==> src/rtl/fifo_loader_pkg.sv <==
// Shared types for the fifo_loader block: loader states and a lane-index width helper.
package fifo_loader_pkg;

    typedef enum logic [1:0] {StIdle, StFill, StDrain, StDone} state_e;

    function automatic int unsigned lane_idx_width(input int unsigned dim);
        return (dim > 1) ? $clog2(dim) : 1;
    endfunction

endpackage

==> src/rtl/fifo_loader_if.sv <==
// Row handshake plus FIFO-bank control bundle between upstream, fifo_loader and the FIFO bank.
interface fifo_loader_if #(
    parameter int unsigned DIM  = 8,
    parameter int unsigned BITS = 64
);
    logic                start;
    logic                in_valid;
    logic                in_ready;
    logic [DIM*BITS-1:0] in_data;
    logic [DIM-1:0]      fifo_en;
    logic [DIM*BITS-1:0] fifo_d;
    logic                fifo_clr;
    logic [DIM-1:0]      lane_valid;
    logic                busy;
    logic                done;

    modport master (
        output start, in_valid, in_data,
        input  in_ready, fifo_en, fifo_d, fifo_clr, lane_valid, busy, done
    );

    modport slave (
        input  start, in_valid, in_data,
        output in_ready, fifo_en, fifo_d, fifo_clr, lane_valid, busy, done
    );

endinterface

==> src/rtl/fifo_loader_skew_window.sv <==
// Per-lane drain window: lane is active while lane <= k < lane + DEPTH.
module fifo_loader_skew_window
    import fifo_loader_pkg::*;
#(
    parameter int unsigned DEPTH = 8,
    parameter int unsigned KW    = 4,
    parameter int unsigned LW    = 3
) (
    input  logic [KW-1:0] k,
    input  logic [LW-1:0] lane,
    input  logic          active,
    output logic          en
);
    logic [KW-1:0] lo;
    logic [KW-1:0] hi;

    // lane + DEPTH <= DIM + DEPTH - 1, which always fits in KW bits
    assign lo = KW'(lane);
    assign hi = lo + KW'(DEPTH);
    assign en = active && (k >= lo) && (k < hi);

endmodule

==> src/rtl/fifo_loader.sv <==
// Feeds a bank of DIM delay FIFOs: lockstep fill of DEPTH rows, then a diagonally skewed drain.
// Optional FIFO_LOADER_CLR_EN: pulse fifo_clr on the IDLE cycle that accepts start.
module fifo_loader
    import fifo_loader_pkg::*;
#(
    parameter int unsigned DIM   = 8,
    parameter int unsigned DEPTH = 8,
    parameter int unsigned BITS  = 64
) (
    input logic         clk,
    input logic         rst_n,
    fifo_loader_if.slave bus
);
    localparam int unsigned RW = $clog2(DEPTH + 1);
    localparam int unsigned KW = $clog2(DEPTH + DIM);
    localparam int unsigned LW = lane_idx_width(DIM);
    localparam logic [RW-1:0] LastRow = RW'(DEPTH - 1);
    localparam logic [KW-1:0] LastK   = KW'(DEPTH + DIM - 2);

    state_e              state_q, state_d;
    logic [RW-1:0]       row_cnt_q, row_cnt_d;
    logic [KW-1:0]       k_q, k_d;
    logic [DIM-1:0]      window;
    logic [DIM-1:0]      fifo_en;
    logic [DIM-1:0]      lane_valid;
    logic [DIM*BITS-1:0] fifo_d;
    logic                fifo_clr;
    logic                draining;

    assign draining = (state_q == StDrain);

    for (genvar i = 0; i < DIM; i++) begin : g_lane
        fifo_loader_skew_window #(
            .DEPTH (DEPTH),
            .KW    (KW),
            .LW    (LW)
        ) u_win (
            .k      (k_q),
            .lane   (LW'(i)),
            .active (draining),
            .en     (window[i])
        );
    end

    always_ff @(posedge clk or negedge rst_n) begin
        if (!rst_n) begin
            state_q   <= StIdle;
            row_cnt_q <= '0;
            k_q       <= '0;
        end else begin
            state_q   <= state_d;
            row_cnt_q <= row_cnt_d;
            k_q       <= k_d;
        end
    end

    always_comb begin
        state_d    = state_q;
        row_cnt_d  = row_cnt_q;
        k_d        = k_q;
        fifo_en    = '0;
        fifo_d     = '0;
        fifo_clr   = 1'b0;
        lane_valid = '0;
        unique case (state_q)
            StIdle: begin
                if (bus.start) begin
                    state_d   = StFill;
                    row_cnt_d = '0;
`ifdef FIFO_LOADER_CLR_EN
                    fifo_clr  = 1'b1;
`endif
                end
            end
            StFill: begin
                if (bus.in_valid) begin
                    fifo_en   = '1;
                    fifo_d    = bus.in_data;
                    row_cnt_d = row_cnt_q + RW'(1);
                    if (row_cnt_q == LastRow) begin
                        state_d = StDrain;
                        k_d     = '0;
                    end
                end
            end
            StDrain: begin
                fifo_en    = window;
                lane_valid = window;
                k_d        = k_q + KW'(1);
                if (k_q == LastK) begin
                    state_d = StDone;
                end
            end
            StDone: begin
                state_d = StIdle;
            end
            default: begin
                state_d = StIdle;
            end
        endcase
    end

    assign bus.fifo_en    = fifo_en;
    assign bus.fifo_d     = fifo_d;
    // start is a live input, so keep the clear quiet while reset is asserted
    assign bus.fifo_clr   = fifo_clr & rst_n;
    assign bus.lane_valid = lane_valid;
    assign bus.in_ready   = (state_q == StFill);
    assign bus.busy       = (state_q != StIdle);
    assign bus.done       = (state_q == StDone);

endmodule

==> src/flat_wrapper.sv <==
// flat-port wrapper written by rule: the top's interface ports become plain ports
module fifo_loader_flat import fifo_loader_pkg::*;
#(
    parameter int unsigned DIM   = 8,
    parameter int unsigned DEPTH = 8,
    parameter int unsigned BITS  = 64
)
  (clk, rst_n, bus_start, bus_in_valid, bus_in_data, bus_in_ready, bus_fifo_en, bus_fifo_d, bus_fifo_clr, bus_lane_valid, bus_busy, bus_done);
  fifo_loader_if #(.DIM(DIM), .BITS(BITS)) bus_i ();
  input logic clk;
  input logic rst_n;
  input wire logic [$bits(bus_i.start)-1:0] bus_start;
  input wire logic [$bits(bus_i.in_valid)-1:0] bus_in_valid;
  input wire logic [$bits(bus_i.in_data)-1:0] bus_in_data;
  output wire logic [$bits(bus_i.in_ready)-1:0] bus_in_ready;
  output wire logic [$bits(bus_i.fifo_en)-1:0] bus_fifo_en;
  output wire logic [$bits(bus_i.fifo_d)-1:0] bus_fifo_d;
  output wire logic [$bits(bus_i.fifo_clr)-1:0] bus_fifo_clr;
  output wire logic [$bits(bus_i.lane_valid)-1:0] bus_lane_valid;
  output wire logic [$bits(bus_i.busy)-1:0] bus_busy;
  output wire logic [$bits(bus_i.done)-1:0] bus_done;
  assign bus_i.start = bus_start;
  assign bus_i.in_valid = bus_in_valid;
  assign bus_i.in_data = bus_in_data;
  assign bus_in_ready = bus_i.in_ready;
  assign bus_fifo_en = bus_i.fifo_en;
  assign bus_fifo_d = bus_i.fifo_d;
  assign bus_fifo_clr = bus_i.fifo_clr;
  assign bus_lane_valid = bus_i.lane_valid;
  assign bus_busy = bus_i.busy;
  assign bus_done = bus_i.done;
  fifo_loader #(.DIM(DIM), .DEPTH(DEPTH), .BITS(BITS)) u_core (.clk(clk), .rst_n(rst_n), .bus(bus_i));
endmodule
==> config.mk <==
export PLATFORM = sky130hd
export DESIGN_NAME = fifo_loader_flat
export DESIGN_NICKNAME = d
export VERILOG_FILES = /design/src/rtl/fifo_loader_pkg.sv /design/src/rtl/fifo_loader_if.sv /design/src/rtl/fifo_loader_skew_window.sv /design/src/rtl/fifo_loader.sv /design/src/flat_wrapper.sv
export SDC_FILE = /design/constraint.sdc
export NUM_CORES = 1
export LEC_CHECK = 0
export BUFFER_PORTS_ARGS = -buffer_cell sky130_fd_sc_hd__clkbuf_2
export CAP_MARGIN = 20
export CORE_AREA = 4 4 403 405
export CTS_BUF_LIST = sky130_fd_sc_hd__clkbuf_8 sky130_fd_sc_hd__clkbuf_16
export CTS_CLUSTER_DIAMETER = 50
export DETAILED_ROUTE_END_ITERATION = 10
export DIE_AREA = 0 0 407 409
export SLEW_MARGIN = 5
export SYNTH_ARGS = -nofsm -noshare
export SYNTH_HDL_FRONTEND = slang
export SYNTH_SLANG_ARGS = --single-unit
==> constraint.sdc <==
create_clock -name clk -period 3.7 [get_ports clk]
set_input_delay 0.37 -clock clk [delete_from_list [all_inputs] [get_ports clk]]
set_output_delay 0.37 -clock clk [all_outputs]
set_load 0.1 [all_outputs]
==> impl_metrics.toml, run 1 <==
[synth]
synth_cell_types = 36
synth_simple_gate_area_frac = 0.731
synth_top_family_by_area = "simple AND/OR/NAND/NOR gates"
synth_xor_area_frac = 0.00762
synth_mux_area_frac = 0
synthAdderAreaFrac = 0.0299
syn_nets = 1267
synth-compound-area-share = 0.0588
ys_warn_count = 0
syn_area_um2 = 4600
syn_avg_cell_area_um2 = 6.22
syn-instance-count = 740
synth_seq_area_share = 0.0544
ys_seq_elements = 10

[sta]
min_period_ns = 2.93
setup_violations = 0
worst_pin_slew_ns = 0.753
holdWs_ns = 0.00839
hold_viol = 0
finalMaxSlewViolations = 0
rsz0062_at_grt = "no"
slew_headroom = 0.500
fin_ws_ns = 0.771
fmax_ghz = 0.341
fin_setup_tns_ns = 0
fin_skew_ns = 0.00105
min_period_over_period = 0.792

[clock_network]
cts.path.max_buffers = 2
cts_resized = 0
cts-buffers-inserted = 3
cts_tree = "yes"
root_buffer = "clkbuf_16"
htreeDepth = 1
postCtsHoldBufs = 0
cts_setup_buffers = 0
clock_latency_ns = 0.24
cts_sinks = 10
clk_pin_slew_ns = 0.04

[critical_path]
rrSetupSlack_ns = 1.92
crit_type = "flop to output port"
startpoint_type = "flop"
worstPathCellList = "inv_1 -> ha_4 -> buf_12 -> and3_1 -> clkbuf_2"
critPathRequiredTime_ns = 3.33
r2r-start = "u_core.state_q[0]"
critPathMaxStageDelay_ns = 0.48
r2r_cells = 5
cp_slowest_cell = "clkbuf_2"
end_kind = "output port"
r2r_end = "u_core.k_q[2]"
cp_max_fo = 150
arrival_ns = 2.56

[final_layout]
num-nets-final = 2212
final_area_um2 = 13400
layout_commonest_cell = "clkbuf_2"
syn2layout_area_growth_pct = 190
final_cell_mix = "clkbuf_2, and3_1, buf_4"
drive_above_1_share = 0.638
n_fill_cell = 18700
instances_no_fill = 3792
fin_util = 0.0843

[min_path]
min_path_type = "primary input to async pin"

[route]
antenna_left = 0
drtPass1Iterations = 5
routed_via_density = 2.91
wl_per_cell_um = 34.6
drc_errors = 0
drt_iter0_drc = 854
wirelength_um = 131000
via_count = 11000

[power_and_ir_drop]
max-vdd-ir-drop_mv = 0.306
p_total_mw = 12.0
power_density_nw_per_um2 = 896
p_leak_nw = 8.35

[floorplanning]
row_count = 146
core_area_um2 = 158000
ios = 1048
initial_core_util = 0.0290
die_area_um2 = 166000
chipWidth_um = 407
fp.dieH_um = 409

[placement]
dp_hpwl_um = 124000
port_buffers = 1046
gp_congestion = 1.14
dp_cells = 3752
placed_area_um2 = 13200
dpl_worst_slack_ns = 1.09

[grt]
grt_pass1_vias = 10300
grt_overflow = 0
grt_pass1_wl_um = 152000
antenna_found_initial = 227
grt_usage = 0.148
grt_max_degree = 151

[status]
outcome = "completed"

[flow_run]
maxCapViolations = 0
[logic make-up (layout without fill, tap and decap cells)]
family | after synthesis | after routing
compound gates | 36 | 36
flops | 10 | 10
fa+ha+maj | 11 | 11
buf+inv | 134 | 1077
xor+xnor | 4 | 4
simple gates | 544 | 544
other cells | 1 | 38
[state kept, by name (all words and copies together), names as in the netlist]
register          count
u_core.row_cnt_q      4
u_core.state_q        2
u_core.k_q            4
[metal layers]
| metal | vias to the layer above | part of all wire | GRT usage |
|---|---|---|---|
| met5 | - | 0.0026 | 0.00965 |
| met4 | 24 | 0.024 | 0.0129 |
| met3 | 396 | 0.17 | 0.120 |
| met2 | 1048 | 0.46 | 0.250 |
| met1 | 4968 | 0.34 | 0.146 |
| li1 | 4608 | - | - |
[worst max-delay path: cells and delay by family (launching register included)]
family	cells	cell delay, ns
simple gates	1	0.27
flops	1	0.41
buf+inv	3	1.01
fa+ha+maj	1	0.40
[report_power, final]
group,switching [mW],total (mW),internal (mW)
sequential,0.0466,0.189,0.142
combinational,9.67,11.6,1.92
clock,0.0529,0.193,0.140
[worst max-delay path by stage]
stage / slack (ns) / cells past startpoint / end / from
CTS: 0.84 / 5 / bus_fifo_d[10] / u_core.state_q[1]
detailed placement: 1.09 / 5 / bus_fifo_d[10] / u_core.state_q[1]
finish: 0.77 / 5 / bus_fifo_d[10] / u_core.state_q[1]
global placement: 1.18 / 5 / bus_fifo_d[10] / u_core.state_q[1]
floorplan: 0.08 / 6 / bus_fifo_en[6] / u_core.state_q[0]
global route: 0.68 / 5 / bus_fifo_d[10] / u_core.state_q[1]
[cell usage after synthesis (all sizes together)]
library cell | instances | area (um2)
ha | 11 | 138
o2bb2ai | 1 | 8.76
dfrtp | 10 | 250
a21boi | 1 | 11.3
o21a | 8 | 60.1
a21bo | 1 | 10.0
nand4b | 1 | 15.0
and3 | 512 | 3200
o32ai | 1 | 8.76
nand2 | 10 | 37.5
o311a | 1 | 11.3
a21oi | 3 | 15.0
a311oi | 1 | 15.0
o21ai | 12 | 60.1
a22o | 2 | 17.5
nor2 | 9 | 33.8
a31oi | 2 | 12.5
nor2b | 2 | 12.5
and4 | 1 | 8.76
xnor2 | 4 | 35.0
a32oi | 1 | 8.76
conb | 1 | 3.75
nand4 | 1 | 6.26
inv | 11 | 41.3
clkbuf | 105 | 395
and2 | 1 | 6.26
nand3 | 5 | 25.0
a32o | 1 | 10.0
o31ai | 1 | 21.3
nand2b | 1 | 6.26
buf | 18 | 104
nor3b | 1 | 7.51
[final cells by class]
class / count / area (um2) / area share
Clock buffer: 3 / 75.1 / 0.00562
Sequential cell: 10 / 250 / 0.0187
Timing Repair Buffer: 1063 / 6480 / 0.485
Inverter: 11 / 41.3 / 0.00309
Tap cell: 2072 / 2590 / 0.194
Antenna cell: 37 / 92.6 / 0.00693
Multi-Input combinational cell: 596 / 3820 / 0.286
Power figures use the tool's default switching activity.
==> run 2: changes to the inputs <==
ABC_AREA = 1   (was default)
clock period = 2.5 ns   (was 3.7 ns; I/O delays follow)
==> run 2 against run 1 <==
Effect of this change:
- worst hold slack improved by 0.44 ns
- global-route usage rose by 1.5 points
- critical path depth rose by 2
- flip-flop and latch count did not move
- sequential power rose by 47%
- via count rose by 8.4%
- wire length rose by 8.1%
- clock power rose by 66%
- critical endpoint is now bus_fifo_d[289]
- largest cell class unchanged
==> impl_metrics.toml, run 2 <==
[route]
drc_errors = 0
via_count = 12000
routed_via_density = 2.77
antenna_left = 0
drtPass1Iterations = 5
wirelength_um = 142000
drt_iter0_drc = 664
wl_per_cell_um = 32.8

[power_and_ir_drop]
p_total_mw = 21.9
power_density_nw_per_um2 = 886
p_leak_nw = 11.3
max-vdd-ir-drop_mv = 0.533

[grt]
grt_max_degree = 44
grt_overflow = 0
grt_pass1_wl_um = 169000
antenna_found_initial = 240
grt_pass1_vias = 12100
grt_usage = 0.164

[sta]
min_period_ns = 2.38
worst_pin_slew_ns = 0.677
fmax_ghz = 0.420
fin_ws_ns = 0.118
hold_viol = 0
rsz0062_at_grt = "yes"
slew_headroom = 0.551
setup_violations = 0
holdWs_ns = 0.443
min_period_over_period = 0.953
finalMaxSlewViolations = 0
fin_skew_ns = 0.00396

[placement]
port_buffers = 1046
placed_area_um2 = 24500
dp_cells = 4308
dpl_worst_slack_ns = 0.166
dp_hpwl_um = 137000
gp_congestion = 0.936

[final_layout]
final_cell_mix = "inv_1, clkbuf_2, buf_12"
final_area_um2 = 24800
reg.largest.list = "u_core.k_q x4, u_core.row_cnt_q x4, u_core.state_q x2"
num-nets-final = 2771
drive_above_1_share = 0.718
layout_commonest_cell = "inv_1"
syn2layout_area_growth_pct = 359
instances_no_fill = 4323

[critical_path]
arrival_ns = 2.13
worstPathBufferInverterCount = 4
path_common_cell = "buf_12"
critPathTopFamily = "buffers and inverters"
end_kind = "output port"
cp_slowest_cell = "dfrtp_1"
startpoint_type = "flop"
crit_type = "flop to output port"
cp_max_fo = 36
critPathRequiredTime_ns = 2.25
critPathMaxStageDelay_ns = 0.38
worstPathCellList = "inv_1 -> ha_4 -> nand2_8 -> buf_12 -> buf_16 -> nor2_4 -> buf_12"

[floorplanning]
fp.dieH_um = 409
row_count = 146
initial_core_util = 0.0340
ios = 1048
die_area_um2 = 166000
chipWidth_um = 407
core_area_um2 = 158000

[synth]
synth-async-reset-ratio = 1.00
syn_avg_cell_area_um2 = 4.43
synth.most_common_cell = "inv_1"
synth_top_cell_area_share = 0.375
syn_nets = 1745
synth.area.top_cells = "inv_1, nor2_1, buf_6"
ys_warn_count = 0
synth_seq_area_share = 0.0464
synth_cell_types = 22
ys_seq_elements = 10
synth_edf_count = 0
ys_top_cells_by_count = "inv_1, nor2_1, buf_6"
synth_top_area_cell = "inv_1"
syn-instance-count = 1218
synthFlopType = "dfrtp_1"
syn_area_um2 = 5390

[min_path]
min_path_type = "primary input to flop"

[clock_network]
cts-buffers-inserted = 3
cts.path.max_buffers = 2
cts_setup_buffers = 0
clk_pin_slew_ns = 0.04
cts_sinks = 10
root_buffer = "clkbuf_16"
clock_latency_ns = 0.24
cts_tree = "yes"
htreeDepth = 1

[status]
outcome = "completed"

[flow_run]
maxCapViolations = 0
## run 2: cell types whose count changed in the layout (fill, tap and decap cells not counted), moves of 129 or more
| cell | before | now |
|---|---|---|
| inv_1 | 10 | 538 |
| and3_1 | 512 | 0 |
| nor2_4 | 0 | 500 |
| buf_12 | 50 | 519 |
| clkbuf_2 | 851 | 523 |
| buf_4 | 161 | 32 |
## run 2: what timing repair did
action	in CTS	in global routing
endpoints found under the setup margin	99	107
cloned	0	2
gates resized for setup	5	1
hold endpoints to repair	10	0
pin swaps	1	0
hold buffers	1	0
## run 2: metal layers
| metal | vias to the layer above | GRT usage | part of all wire |
|---|---|---|---|
| met5 | - | 0 | 0.00054 |
| li1 | 5171 | - | - |
| met1 | 5369 | 0.175 | 0.35 |
| met2 | 978 | 0.302 | 0.51 |
| met4 | 12 | 0.0137 | 0.024 |
| met3 | 440 | 0.0768 | 0.11 |
## run 2: layout make-up
cell class	count	area (um2)
Antenna cell	8	20.0
Sequential cell	10	250
Fill cell	17700	134000
Tap cell	2072	2590
Inverter	538	2020
Multi-Input combinational cell	609	6360
Timing Repair Buffer	1082	13400
Clock buffer	4	88.8
## run 2: path summary, 6_finish.rpt
check	to	slack (ns)	start	cells after the start
hold reg to reg	u_core.state_q[1]	0.53	u_core.state_q[1]	2
hold / removal	u_core.row_cnt_q[0]	0.44	bus_start	3
setup / recovery	bus_fifo_d[289]	0.12	u_core.state_q[1]	7
setup reg to reg	u_core.state_q[0]	0.82	u_core.state_q[0]	7
min in group asynchronous	u_core.state_q[0]	0.48	rst_n	2
max in group asynchronous	u_core.row_cnt_q[1]	1.78	rst_n	2
## run 2: report_power, final
part	internal [mW]	total, mW	switching [mW]
Combinational	6.26	21.3	15.1
Sequential	0.209	0.278	0.0685
Clock	0.241	0.320	0.0794
Total	6.71	21.9	15.2
## run 2: metrics by stage
| step | TNS (ns) | util |
|---|---|---|
| detailed placement | 0 | 0.155 |
| floorplan | -1.52 | - |
| global placement | 0 | 0.155 |
| finish | 0 | 0.156 |
| CTS | 0 | 0.156 |
| global route | -0.0236 | 0.156 |
## run 2: tightest hold or removal path, cell delays in order
cell and delay [ns]:
clkbuf_2 0.11, nor2_1 0.10, o31ai_2 0.18
## run 2: cell families (layout without fill, tap and decap cells)
logic type | Yosys count | count (layout) | share of synthesized area
other | 1 | 9 | 0.000696
AO/OA/AOI/OAI | 18 | 18 | 0.0193
flip-flops | 10 | 10 | 0.0464
AND/OR/NAND/NOR | 579 | 579 | 0.413
buffers and inverters | 599 | 1624 | 0.495
adder cells (fa/ha/maj) | 11 | 11 | 0.0255
==> run 3: changes to the inputs <==
GPL_ROUTABILITY_DRIVEN = 0   (was default)
PLACE_DENSITY = 0.32   (was default)
==> run 3 against run 2 <==
Effect of this change:
- power down 0.76%
- fmax up 2.3%
- critical path depth up 1
- core utilization up 0.065 points
- wire length down 23%
- non-clock buffer count up 26
- cell area up 0.42%
- first-iteration DRC count down 34%
- largest cell class unchanged
==> impl_metrics.toml, run 3 (synthesis gave the netlist of run 2 again) <==
[final_layout]
reg.largest.list = "u_core.k_q x4, u_core.row_cnt_q x4, u_core.state_q x2"
final_cell_mix = "inv_1, buf_12, clkbuf_2"
fin_util = 0.157
syn2layout_area_growth_pct = 361
num-nets-final = 2797
drive_above_1_share = 0.721
layout_commonest_cell = "inv_1"

[critical_path]
arrival_ns = 2.08
critPathMaxStageDelay_ns = 0.41
critPathTopFamily = "buffers and inverters"
worstPathBufferInverterCount = 5
rrSetupSlack_ns = 0.70
r2r_cells = 8
worstPathCellList = "inv_1 -> ha_2 -> nand2_8 -> buf_12 -> buf_12 -> buf_12 -> nor2_4 -> buf_12"
r2r-start = "u_core.state_q[1]"
path_common_cell = "buf_12"
crit_type = "flop to output port"
end_kind = "output port"
cp_max_fo = 19
startpoint_type = "flop"
cp_slowest_cell = "dfrtp_1"
r2r_end = "u_core.row_cnt_q[0]"
critPathRequiredTime_ns = 2.25

[clock_network]
htreeDepth = 1
cts_resized = 0
cts.path.max_buffers = 2
clk_pin_slew_ns = 0.04
cts_tree = "yes"
cts-buffers-inserted = 3
root_buffer = "clkbuf_16"
cts_sinks = 10
clock_latency_ns = 0.24

[sta]
finalMaxSlewViolations = 0
hold_viol = 0
slew_headroom = 0.535
fin_skew_ns = 0.00363
min_period_over_period = 0.932
rsz0062_at_grt = "no"
worst_pin_slew_ns = 0.701
min_period_ns = 2.33
setup_violations = 0
fmax_ghz = 0.429

[route]
via_count = 11100
highest_layer = "met5"
antenna_left = 0
drt_iter0_drc = 437
met1_length_um = 42300
wirelength_um = 110000
drtPass1Iterations = 4
wl_per_cell_um = 25.2
routed_via_density = 2.56
dr_wl_met2_um = 52900
drc_errors = 0
route.met3.wl_um = 12600

[grt]
grt_pass1_vias = 11800
grt_max_degree = 41
grt_pass1_wl_um = 137000
grt_overflow = 0
grt_usage = 0.127
antenna_found_initial = 133

[status]
outcome = "completed"

[min_path]
min_path_cells = 3
min_to = "u_core.row_cnt_q[0]"
min_from = "bus_start"
min_path_type = "primary input to flop"

[power_and_ir_drop]
p_switching_mw = 14.9
p_int_mw = 6.89
power_density_nw_per_um2 = 876
max-vdd-ir-drop_mv = 0.416
pwr-share-seq = 0.012
switching_share = 0.684
p_leak_nw = 11.4
p_total_mw = 21.8
combPwrFrac = 0.973
clkPwrFrac = 0.015

[floorplanning]
chipWidth_um = 407
ios = 1048
die_area_um2 = 166000
row_count = 146
core_area_um2 = 158000
initial_core_util = 0.0340
fp.dieH_um = 409

[placement]
port_buffers = 1046
dp_hpwl_um = 107000

[flow_run]
maxCapViolations = 0
run 3: cell count changes in the layout (fill, tap and decap cells not counted), sizes merged:
cell / change
buf: +33
clkbuf: -7
run 3: worst max path at each step:
stage | slack (ns) | cells past startpoint | to | startpoint
2_1_floorplan | -0.83 | 7 | bus_fifo_en[0] | u_core.state_q[0]
3_5_place_dp | 0.25 | 8 | bus_fifo_d[31] | u_core.state_q[1]
5_1_grt | 0.07 | 8 | bus_fifo_d[503] | u_core.state_q[1]
6_report | 0.17 | 8 | bus_fifo_d[31] | u_core.state_q[1]
3_3_place_gp | 0.27 | 8 | bus_fifo_d[38] | u_core.state_q[1]
4_1_cts | 0.11 | 8 | bus_fifo_d[31] | u_core.state_q[1]
run 3: worst register-to-register path, cell delays in order, from the launching register on:
cell	delay, ns
dfrtp_1	0.41
inv_1	0.13
ha_2	0.29
nand2_8	0.14
buf_4	0.28
a21oi_2	0.20
inv_1	0.11
nand2_1	0.08
o31ai_2	0.06
run 3: layout make-up:
type                            instances  area, um2
Timing Repair Buffer                 1108      13500
Fill cell                           17800     134000
Clock buffer                            4       88.8
Sequential cell                        10        250
Inverter                              538       2020
Antenna cell                            8       20.0
Multi-Input combinational cell        609       6350
Tap cell                             2072       2590
run 3: layer usage:
| layer | track usage | vias to the layer above |
|---|---|---|
| li1 | - | 5223 |
| met1 | 0.147 | 4944 |
| met2 | 0.222 | 703 |
| met3 | 0.0596 | 259 |
| met4 | 0.00675 | 10 |
| met5 | 0 | - |
run 3: power groups by stage:
stage                     Combinational (mW)  Sequential, mW  Clock [mW]
after floorplan                         13.6           0.255           0
after global placement                  21.4           0.273           0
after detailed placement                21.4           0.275           0
after CTS                               21.5           0.273       0.329
after global routing                    21.9           0.282       0.342
final                                   21.2           0.272       0.324
run 3: timing repair:
action	CTS	global route
setup buffers	3	0
endpoints found under the hold margin	10	0
endpoints found under the setup margin	3	0
hold buffers	1	0
run 3: stage by stage:
step | cell area (um2) | TNS, ns | setup slack [ns] | hold WS (ns) | cells
2_1_floorplan | 9260 | -1.52 | -0.828 | -0.0456 | 1218
3_3_place_gp | 24700 | 0 | 0.272 | 0.151 | 4333
3_5_place_dp | 24700 | 0 | 0.250 | 0.154 | 4333
4_1_cts | 24800 | 0 | 0.107 | 0.383 | 4341
5_1_grt | 24800 | 0 | 0.0699 | 0.413 | 4342
6_report | 24900 | 0 | 0.171 | 0.373 | 4349
